<file path="src/rtl/cv32e40s_pma_gate.sv">
// PMA gate: forwards PMA-legal core transactions to OBI and turns PMA-illegal ones into in-order error responses.
// Optional error log enabled by defining CV32E40S_PMA_GATE_ERR_LOG_EN.
module cv32e40s_pma_gate #(
  parameter int MAX_OUTSTANDING = 2,
  parameter int CNT_W           = $clog2(MAX_OUTSTANDING + 1)
) (
  input  logic        clk,
  input  logic        rst,
`ifdef CV32E40S_PMA_GATE_ERR_LOG_EN
  input  logic        err_log_clr_i,
  output logic        err_log_valid_o,
  output logic [31:0] err_log_addr_o,
  output logic        err_log_we_o,
`endif
  input  logic        core_trans_valid_i,
  output logic        core_trans_ready_o,
  input  logic [31:0] core_trans_addr_i,
  input  logic        core_trans_we_i,
  input  logic [31:0] core_trans_wdata_i,
  input  logic        pma_err_i,
  input  logic        pma_bufferable_i,
  input  logic        pma_cacheable_i,
  input  logic        pma_integrity_i,
  output logic        bus_trans_valid_o,
  input  logic        bus_trans_ready_i,
  output logic [31:0] bus_trans_addr_o,
  output logic        bus_trans_we_o,
  output logic [31:0] bus_trans_wdata_o,
  output logic [1:0]  bus_trans_memtype_o,
  output logic        bus_trans_integrity_o,
  input  logic        bus_resp_valid_i,
  input  logic        bus_resp_err_i,
  input  logic [31:0] bus_resp_rdata_i,
  output logic        core_resp_valid_o,
  output logic [1:0]  core_resp_err_o,
  output logic [31:0] core_resp_rdata_o
);

  typedef enum logic [1:0] {
    IDLE     = 2'd0,
    DRAIN    = 2'd1,
    ERR_RESP = 2'd2
  } state_e;

  state_e           state_q, state_d;
  logic [CNT_W-1:0] cnt_q, cnt_d;
  logic             below_max;
  logic             bus_hs;
  logic             err_accept;

  assign below_max = (cnt_q < CNT_W'(MAX_OUTSTANDING));

  // Request side: only IDLE lets anything through to the bus
  always_comb begin
    bus_trans_valid_o  = 1'b0;
    core_trans_ready_o = 1'b0;
    err_accept         = 1'b0;
    if (state_q == IDLE) begin
      if (core_trans_valid_i && pma_err_i) begin
        core_trans_ready_o = 1'b1;
        err_accept         = 1'b1;
      end else begin
        bus_trans_valid_o  = core_trans_valid_i && below_max;
        core_trans_ready_o = bus_trans_ready_i && below_max;
      end
    end
  end

  assign bus_hs                = bus_trans_valid_o && bus_trans_ready_i;
  assign bus_trans_addr_o      = core_trans_addr_i;
  assign bus_trans_we_o        = core_trans_we_i;
  assign bus_trans_wdata_o     = core_trans_wdata_i;
  assign bus_trans_memtype_o   = {pma_cacheable_i, pma_bufferable_i};
  assign bus_trans_integrity_o = pma_integrity_i;

  // Outstanding counter; a stray response at zero is held at zero
  always_comb begin
    cnt_d = cnt_q;
    if (bus_hs && !bus_resp_valid_i) begin
      cnt_d = cnt_q + CNT_W'(1);
    end else if (!bus_hs && bus_resp_valid_i && (cnt_q != '0)) begin
      cnt_d = cnt_q - CNT_W'(1);
    end
  end

  always_comb begin
    state_d = state_q;
    case (state_q)
      IDLE: begin
        if (err_accept) begin
          state_d = (cnt_d == '0) ? ERR_RESP : DRAIN;
        end
      end
      DRAIN: begin
        if (cnt_d == '0) begin
          state_d = ERR_RESP;
        end
      end
      ERR_RESP: state_d = IDLE;
      default:  state_d = IDLE;
    endcase
  end

  // Response side: synthesized PMA error replaces the (impossible) bus response
  always_comb begin
    core_resp_valid_o = bus_resp_valid_i;
    core_resp_err_o   = {1'b0, bus_resp_err_i};
    core_resp_rdata_o = bus_resp_rdata_i;
    if (state_q == ERR_RESP) begin
      core_resp_valid_o = 1'b1;
      core_resp_err_o   = 2'b10;
      core_resp_rdata_o = 32'h0;
    end
  end

  always_ff @(posedge clk) begin
    if (rst) begin
      state_q <= IDLE;
      cnt_q   <= '0;
    end else begin
      state_q <= state_d;
      cnt_q   <= cnt_d;
    end
  end

`ifdef CV32E40S_PMA_GATE_ERR_LOG_EN
  logic        log_valid_q, log_valid_d;
  logic [31:0] log_addr_q, log_addr_d;
  logic        log_we_q, log_we_d;

  // First error sticks until cleared; clear wins over a same-cycle capture
  always_comb begin
    log_valid_d = log_valid_q;
    log_addr_d  = log_addr_q;
    log_we_d    = log_we_q;
    if (err_log_clr_i) begin
      log_valid_d = 1'b0;
      log_addr_d  = 32'h0;
      log_we_d    = 1'b0;
    end else if (err_accept && !log_valid_q) begin
      log_valid_d = 1'b1;
      log_addr_d  = core_trans_addr_i;
      log_we_d    = core_trans_we_i;
    end
  end

  always_ff @(posedge clk) begin
    if (rst) begin
      log_valid_q <= 1'b0;
      log_addr_q  <= 32'h0;
      log_we_q    <= 1'b0;
    end else begin
      log_valid_q <= log_valid_d;
      log_addr_q  <= log_addr_d;
      log_we_q    <= log_we_d;
    end
  end

  assign err_log_valid_o = log_valid_q;
  assign err_log_addr_o  = log_addr_q;
  assign err_log_we_o    = log_we_q;
`endif

  a_no_resp_in_err: assert property (@(posedge clk) disable iff (rst)
    !((state_q == ERR_RESP) && bus_resp_valid_i));

  a_no_resp_underflow: assert property (@(posedge clk) disable iff (rst)
    !(bus_resp_valid_i && (cnt_q == '0)));

  a_cnt_bounded: assert property (@(posedge clk) disable iff (rst)
    cnt_q <= CNT_W'(MAX_OUTSTANDING));

  a_pma_stable: assert property (@(posedge clk) disable iff (rst)
    (core_trans_valid_i && !core_trans_ready_o) |=>
      $stable({pma_err_i, pma_bufferable_i, pma_cacheable_i, pma_integrity_i, core_trans_addr_i}));

endmodule

</file>
<file path="config.mk">
export PLATFORM = sky130hd
export DESIGN_NAME = cv32e40s_pma_gate
export DESIGN_NICKNAME = d
export VERILOG_FILES = /design/src/rtl/cv32e40s_pma_gate.sv
export SDC_FILE = /design/constraint.sdc
export NUM_CORES = 1
export LEC_CHECK = 0
export BUFFER_PORTS_ARGS = -buffer_cell sky130_fd_sc_hd__buf_2
export CORE_AREA = 2 2 82 84
export CTS_CLUSTER_SIZE = 8
export DETAILED_ROUTE_END_ITERATION = 10
export DIE_AREA = 0 0 84 86
export PLACE_DENSITY_LB_ADDON = 0.25
export SYNTH_ARGS = -nofsm -noshare
export SYNTH_HDL_FRONTEND = slang
export SYNTH_SLANG_ARGS = --single-unit
</file>
<file path="constraint.sdc">
create_clock -name clk -period 1.35 [get_ports clk]
set_input_delay 0.3375 -clock clk [delete_from_list [all_inputs] [get_ports clk]]
set_output_delay 0.3375 -clock clk [all_outputs]
set_load 0.02 [all_outputs]
</file>
==> impl_results.md, run 1 <==
- Clk sinks: 4
- Worst Skew: 6.86 ps
- Top cell type's share of synthesized area: 48.4%
- Wire per inst: 12.4 µm
- Nets: 274
- Worst path cell trace: nand2b_4 > buf_6 > and2_1 > buf_2
- DR vias/cell: 3.90
- Diodes inserted: 0
- Crit path launch type: flip-flop
- Seq/Total Area, Yosys: 7.59%
- Area of the multi-input gates: 527 µm²
- Ratio of cells with drive above 1 in the final layout: 73.9%
- Max Root-Sink Buffers: 2
- Status: finished, violations left
- Pre-Repair DR Iteration Count: 4
- Post-Route WL: 3000 µm
- R2r startpoint: cnt_q[1]$_SDFF_PP0_
- Leakage: 0.000723 µW
- Fillers: 688
- Die H: 86 µm
- Crit end category: output pin
- Tightest Hold Check Type: in2reg
- Drc violations: 0
- Antenna viol nets, final: 0
- Pwr/cell area: 1040 mW/mm²
- Fmax: 664 MHz
- DRT iter0 DRCs: 8
- CTS root buffer: clkbuf_8
- Syn Inst Count: 145
- Initial Util: 16.8%
- Post-route cell area: 0.00142 mm²
- Critical setup path kind: reg2out
- Tcrit/Tclk final: 112%
- Skew-Pair Late Insertion Delay: 220 ps
- Placer Congestion: 0.747
- Worst setup endpoint: core_resp_rdata_o[30]
- Storage element area: 90.1 µm²
- Main synth FF type: dfxtp_1
- RR Endpoint: cnt_q[1]$_SDFF_PP0_
- RSZ-0062 raised after global routing: true
- Worst path slowest cell: dfxtp_2
- Die W: 84 µm
- H-tree levels: 1
- Worst-path fanout max: 10
- Total track usage: 7.58%
- Worst setup startpoint: state_q[0]$_SDFFE_PP0P_
- # IOs: 212
- Mapped cell area: 0.00105 mm²
- Synth cell types: 29
- CP required: 1010 ps
- CP Data Arrival Time: 1170 ps
- Synth Register Bits: 4
- Final Hold Vio Count: 0
- Area of the core: 0.00628 mm²
- Port Buffer Count: 75
- Worst path max stage delay: 300 ps
- Peak supply drop: 0.000474 V
- Initial antenna violation count: 0
- Post-synth EDFFs: 0
- Top cells by area, synth: buf_4 (48%), and2_1 (20%), dfxtp_1 (7.6%)
- Failing checks: setup timing
- R2R setup slack: -20 ps
- Final Slew Violations: 0
- First-pass GRT wire length: 4330 µm
- Dominant cell by count in the synthesized netlist: buf_4
- Synthesized Nets: 253
- Synth area leader: buf_4
- Min Tclk post-route: 1510 ps
- Post-DP HPWL: 2300 µm
- Synth-to-Final Area Change: 34.8%
- Worst setup margin: -156 ps
- Ys Warns: 0
- Maxcap violations: 0
- DP Area: 0.00107 mm²
- CTS tree: done
- R2r worst-path depth: 5
- Largest net degree at the start of global routing: 13
- Slew Limit Headroom: 81.4%
- Pre-CTS WS: -130 ps
- Die area: 0.00722 mm²
- Row count: 29
- Vias: 943
- CTS Buf Count: 3
- Setup Viol. Count Final: 39
- Asr flop ratio synth: 0%
- Worst-Margin Slew: 275 ps
- Commonest cells in the netlist: buf_4 (68), and2_1 (33), nor2_1 (5), dfxtp_1 (4), inv_1 (4)
- Vias in the first global route: 894
- Total grt overflow: 0
- Mean Syn Cell Area: 7.27 µm²
- Clk slew on worst S/H paths: 40 ps
## registers in the layout (all words and copies together), names as in the netlist
signal   flops
cnt_q        2
state_q      2
## layer usage
| layer | wire, µm | track usage (%) |
|---|---|---|
| met1 | 961 | 6.93 |
| met2 | 1500 | 13.8 |
| met3 | 454 | 4.04 |
| met4 | 86 | 3.67 |
| met5 | 0 | 0 |
## repair_timing
item | CTS | global route
cloned | 2 | 0
buffers inserted | 3 | 0
setup endpoints to repair | 38 | 41
hold buffers | 0 | 0
resized for setup | 65 | 15
pin swaps | 15 | 1
## worst max-delay path, delay by kind of cell (launching register included)
| kind | cells | cell delay (ps) |
|---|---|---|
| flip-flops | 1 | 300 |
| buffers and inverters | 2 | 300 |
| AND/OR/NAND/NOR | 2 | 340 |
## power by group
group	leakage (µW)	internal (µW)	switching, µW
logic	0.000665	568	476
registers	0.0000350	147	25.6
clock network	0.0000228	202	65.0
## worst min-delay path by stage
| stage | from | to | slack, ps | cells after the start |
|---|---|---|---|---|
| CTS | rst | cnt_q[1]$_SDFF_PP0_ | 330 | 2 |
| global route | rst | cnt_q[1]$_SDFF_PP0_ | 340 | 2 |
| global placement | rst | cnt_q[1]$_SDFF_PP0_ | 570 | 2 |
| detailed placement | rst | cnt_q[1]$_SDFF_PP0_ | 560 | 2 |
| finish | rst | cnt_q[1]$_SDFF_PP0_ | 340 | 2 |
| floorplan | rst | cnt_q[1]$_SDFF_PP0_ | 400 | 1 |
## through the flow
stage / std cells / power (µW) / hold slack [ps] / utilization (%) / TNS (ps)
after floorplan: 145 / 930 / 397 / - / 0
after global placement: 233 / 936 / 565 / 17.1 / -1350
after detailed placement: 233 / 924 / 558 / 17.1 / -1240
after CTS: 242 / 1430 / 330 / 21.8 / -4880
after global routing: 242 / 1590 / 343 / 22.6 / -6780
final: 242 / 1480 / 339 / 22.6 / -4220
## layout make-up
| cell class | instances | area share [%] |
|---|---|---|
| Timing Repair Buffer | 87 | 45.4 |
| Multi-Input combinational cell | 66 | 37.1 |
| Inverter | 4 | 1.23 |
| Clock buffer | 4 | 3.17 |
| Tap cell | 77 | 6.78 |
| Sequential cell | 4 | 6.34 |
## logic make-up (layout without fill, tap and decap cells)
family                   Yosys count  count (layout)  share of synthesized area [%]
buffers and inverters             75              95                           50.9
AND/OR/NAND/NOR                   52              52                           31.3
AO/OA/AOI/OAI                     11              11                           7.00
flip-flops                         4               4                           7.59
multiplexers                       2               2                           2.02
adder cells (fa/ha/maj)            1               1                           1.19
## layout by cell type (no fill, tap or decap), drive strengths merged
cell type,synthesis,routed
inv,4,4
o311ai,1,1
and2,34,34
or3,1,1
and4bb,1,1
nand4b,1,1
and3b,1,1
clkbuf,3,4
mux2i,1,1
nor2,5,5
ha,1,1
o21ai,2,2
nand3,1,1
a22oi,1,1
nand2,1,1
nand2b,2,2
a21oi,3,3
mux2,1,1
o31ai,1,1
o32ai,1,1
a21o,1,1
dfxtp,4,4
buf,68,87
and2b,2,2
nor3,1,1
a22o,1,1
and3,2,2
No activity file was read; power rests on OpenSTA's default activity.
==> inputs of run 2 (changes only) <==
--- a/config.mk
+++ b/config.mk
@@ -6,10 +6,10 @@
 export NUM_CORES = 1
 export LEC_CHECK = 0
 export BUFFER_PORTS_ARGS = -buffer_cell sky130_fd_sc_hd__buf_2
-export CORE_AREA = 2 2 82 84
+export CORE_AREA = 2 2 83 85
 export CTS_CLUSTER_SIZE = 8
 export DETAILED_ROUTE_END_ITERATION = 10
-export DIE_AREA = 0 0 84 86
+export DIE_AREA = 0 0 85 87
 export PLACE_DENSITY_LB_ADDON = 0.25
 export SYNTH_ARGS = -nofsm -noshare
 export SYNTH_HDL_FRONTEND = slang
==> constraint.sdc (replaced) <==
create_clock -name clk -period 1.8 [get_ports clk]
set_input_delay 0.45 -clock clk [delete_from_list [all_inputs] [get_ports clk]]
set_output_delay 0.45 -clock clk [all_outputs]
set_load 0.02 [all_outputs]
==> run 2 against run 1 <==
Effect of this change: non-clock buffer count decreased by 10; via count decreased by 7.7%; final cell count decreased by 3.3%; count of clock-buffer cells in the layout decreased by 1; critical endpoint is now core_resp_rdata_o[15]; the flow now finishes without violations; power decreased by 45%; combinational power decreased by 52%.
==> impl_results.md, run 2 (synthesis gave the netlist of run 1 again) <==
- Die area: 0.00740 mm² (was 0.00722 mm²)
- CTS Buf Count: 3 (unchanged)
- Maxcap violations: 0 (unchanged)
- Post-Route WL: 2790 µm (was 3000 µm)
- Hold path start: rst (unchanged)
- R2R setup slack: 210 ps (was -20 ps)
- Total track usage: 6.48% (was 7.58%)
- Most common cell after layout, fill and taps aside: buf_2 (unchanged)
- Busiest grt layer: met2 (unchanged)
- Diodes inserted: 0 (unchanged)
- Min Tclk post-route: 1670 ps
- Wire per inst: 11.9 µm (was 12.4 µm)
- Placer Congestion: 0.758 (was 0.747)
- Peak supply drop: 0.000263 V (was 0.000474 V)
- Hold Path Cell Cnt: 2 (unchanged)
- Worst-path fanout max: 22 (was 10)
- Leakage: 0.000567 µW (was 0.000723 µW)
- Port Buffer Count: 75 (unchanged)
- Final Power: 817 µW (was 1480 µW)
- Post-DP HPWL: 2430 µm (was 2300 µm)
- Switching part of the total: 42.9% (was 38.2%)
- Fillers: 757 (was 688)
- Final Hold Vio Count: 0 (unchanged)
- R2r worst-path depth: 5 (unchanged)
- Tightest Hold Check Type: in2reg (unchanged)
- Storage element area: 80.1 µm² (was 90.1 µm²)
- H-tree levels: 1 (unchanged)
- Drc violations: 0 (unchanged)
- Worst-Margin Slew: 336 ps (was 275 ps)
- RR Endpoint: cnt_q[1]$_SDFF_PP0_ (unchanged)
- Most frequent cells in the layout: buf_2 (75), and2_1 (33), nor2_1 (5), inv_1 (4), dfxtp_1 (4) (was buf_2 (53), buf_6 (24), and2_1 (18), and2_4 (16), buf_4 (7))
- Row count: 30 (was 29)
- Pre-Repair DR Iteration Count: 2 (was 4)
- Final Slew Violations: 0 (unchanged)
- First-pass GRT wire length: 3790 µm (was 4330 µm)
- Setup TNS: 0 ps (was -4220 ps)
- Largest regs: cnt_q (2), state_q (2) (unchanged)
- Vias in the first global route: 760 (was 894)
- Int Power: 467 µW (was 917 µW)
- Initial antenna violation count: 0 (unchanged)
- Clk sinks: 4 (unchanged)
- Tcrit/Tclk final: 92.9%
- CP Data Arrival Time: 1220 ps (was 1170 ps)
- Crit end category: output pin (unchanged)
- Skew-Pair Late Insertion Delay: 210 ps (was 220 ps)
- Comb power frac: 61.1% (was 70.4%)
- Area of the multi-input gates: 438 µm² (was 527 µm²)
- DR vias/cell: 3.72 (was 3.90)
- Grt met2 use: 11.0% (was 13.8%)
- Slew Limit Headroom: 77.5% (was 81.4%)
- Critical setup path kind: reg2out (unchanged)
- Area of the core: 0.00657 mm² (was 0.00628 mm²)
- CTS tree: done (unchanged)
- Met3 usage: 4.27% (was 4.04%)
- CTS root buffer: clkbuf_8 (unchanged)
- Antenna viol nets, final: 0 (unchanged)
- Pwr/cell area: 765 mW/mm² (was 1040 mW/mm²)
- Ratio of cells with drive above 1 in the final layout: 54.5% (was 73.9%)
- RSZ-0062 raised after global routing: false (was true)
- Clock Power Share: 23.0% (was 18.0%)
- Grt met1 use: 6.01% (was 6.93%)
- Hold EP: cnt_q[1]$_SDFF_PP0_ (unchanged)
- Fmax: 598 MHz
- Reg power frac: 15.9% (was 11.6%)
- Initial Util: 16.1% (was 16.8%)
- Crit path launch type: flip-flop (unchanged)
- Clk slew on worst S/H paths: 30 ps (was 40 ps)
- Vias: 870 (was 943)
- Max Root-Sink Buffers: 2 (unchanged)
- Die H: 87 µm (was 86 µm)
- Largest net degree at the start of global routing: 23 (was 13)
- Synth-to-Final Area Change: 1.30% (was 34.8%)
- Die W: 85 µm (was 84 µm)
- Psw: 350 µW (was 567 µW)
- # IOs: 212 (unchanged)
- Worst Skew: 1.13 ps (was 6.86 ps)
- DRT iter0 DRCs: 12 (was 8)
- Hold_buf cts: 0 (unchanged)
- Setup Viol. Count Final: 0 (was 39)
- Total grt overflow: 0 (unchanged)
- CP required: 1350 ps (was 1010 ps)
- Status: finished, final reports clean (was finished, violations left)
- Nets: 264 (was 274)
- R2r startpoint: cnt_q[1]$_SDFF_PP0_ (unchanged)
==> run 2: cell count changes in the layout (fill, tap and decap cells not counted), sizes merged <==
cell | before | now
clkbuf | 4 | 3
buf | 87 | 77
==> run 2: routing by layer <==
| metal | vias up | routed length (µm) |
|---|---|---|
| li1 | 411 | - |
| met1 | 357 | 906 |
| met2 | 96 | 1230 |
| met3 | 6 | 599 |
| met4 | 0 | 52 |
| met5 | - | 0 |
==> run 2: critical path: stages, from the launching register on <==
cell and delay [ps]:
dfxtp_1 360, nand2b_1 170, buf_6 180, and2_1 140, buf_2 160
==> run 2: cell type report <==
class                   count  area share, %
multi-input cells          66           41.0
repair buffers             77           36.9
well taps                  80           9.37
flip-flops and latches      4           7.49
clock buffers               3           3.86
inverters                   4           1.41
==> run 2: repair_timing <==
action / in CTS / in global routing
gates resized for setup: 0 / 1
endpoints found under the setup margin: 0 / 3
setup buffers: 0 / 0
==> run 2: how the worst max path moves through the flow <==
stage                                  startpoint                    end  slack [ps]
after floorplan           state_q[0]$_SDFFE_PP0P_  core_resp_rdata_o[10]         340
after CTS                 state_q[0]$_SDFFE_PP0P_  core_resp_rdata_o[15]          60
final                     state_q[0]$_SDFFE_PP0P_  core_resp_rdata_o[15]         130
after global routing      state_q[0]$_SDFFE_PP0P_  core_resp_rdata_o[19]          30
after detailed placement                pma_err_i    cnt_q[0]$_SDFF_PP0_         190
after global placement                  pma_err_i    cnt_q[0]$_SDFF_PP0_         190
==> run 2: per-stage QoR <==
step	cell area (µm²)	util (%)	cells	hold WS (ps)	setup slack, ps
CTS	1060	16.2	234	455	63.9
global route	1070	16.3	234	472	29.7
global placement	1020	15.6	231	598	193
finish	1070	16.3	234	465	127
detailed placement	1020	15.6	231	613	186
floorplan	1050	-	145	519	341
==> run 2: power groups by stage <==
stage / Combinational [µW] / Clock, µW / Sequential (µW)
after floorplan: 553 / 0 / 124
after global placement: 509 / 0 / 133
after detailed placement: 502 / 0 / 131
after CTS: 504 / 192 / 130
after global routing: 549 / 197 / 135
final: 499 / 188 / 130
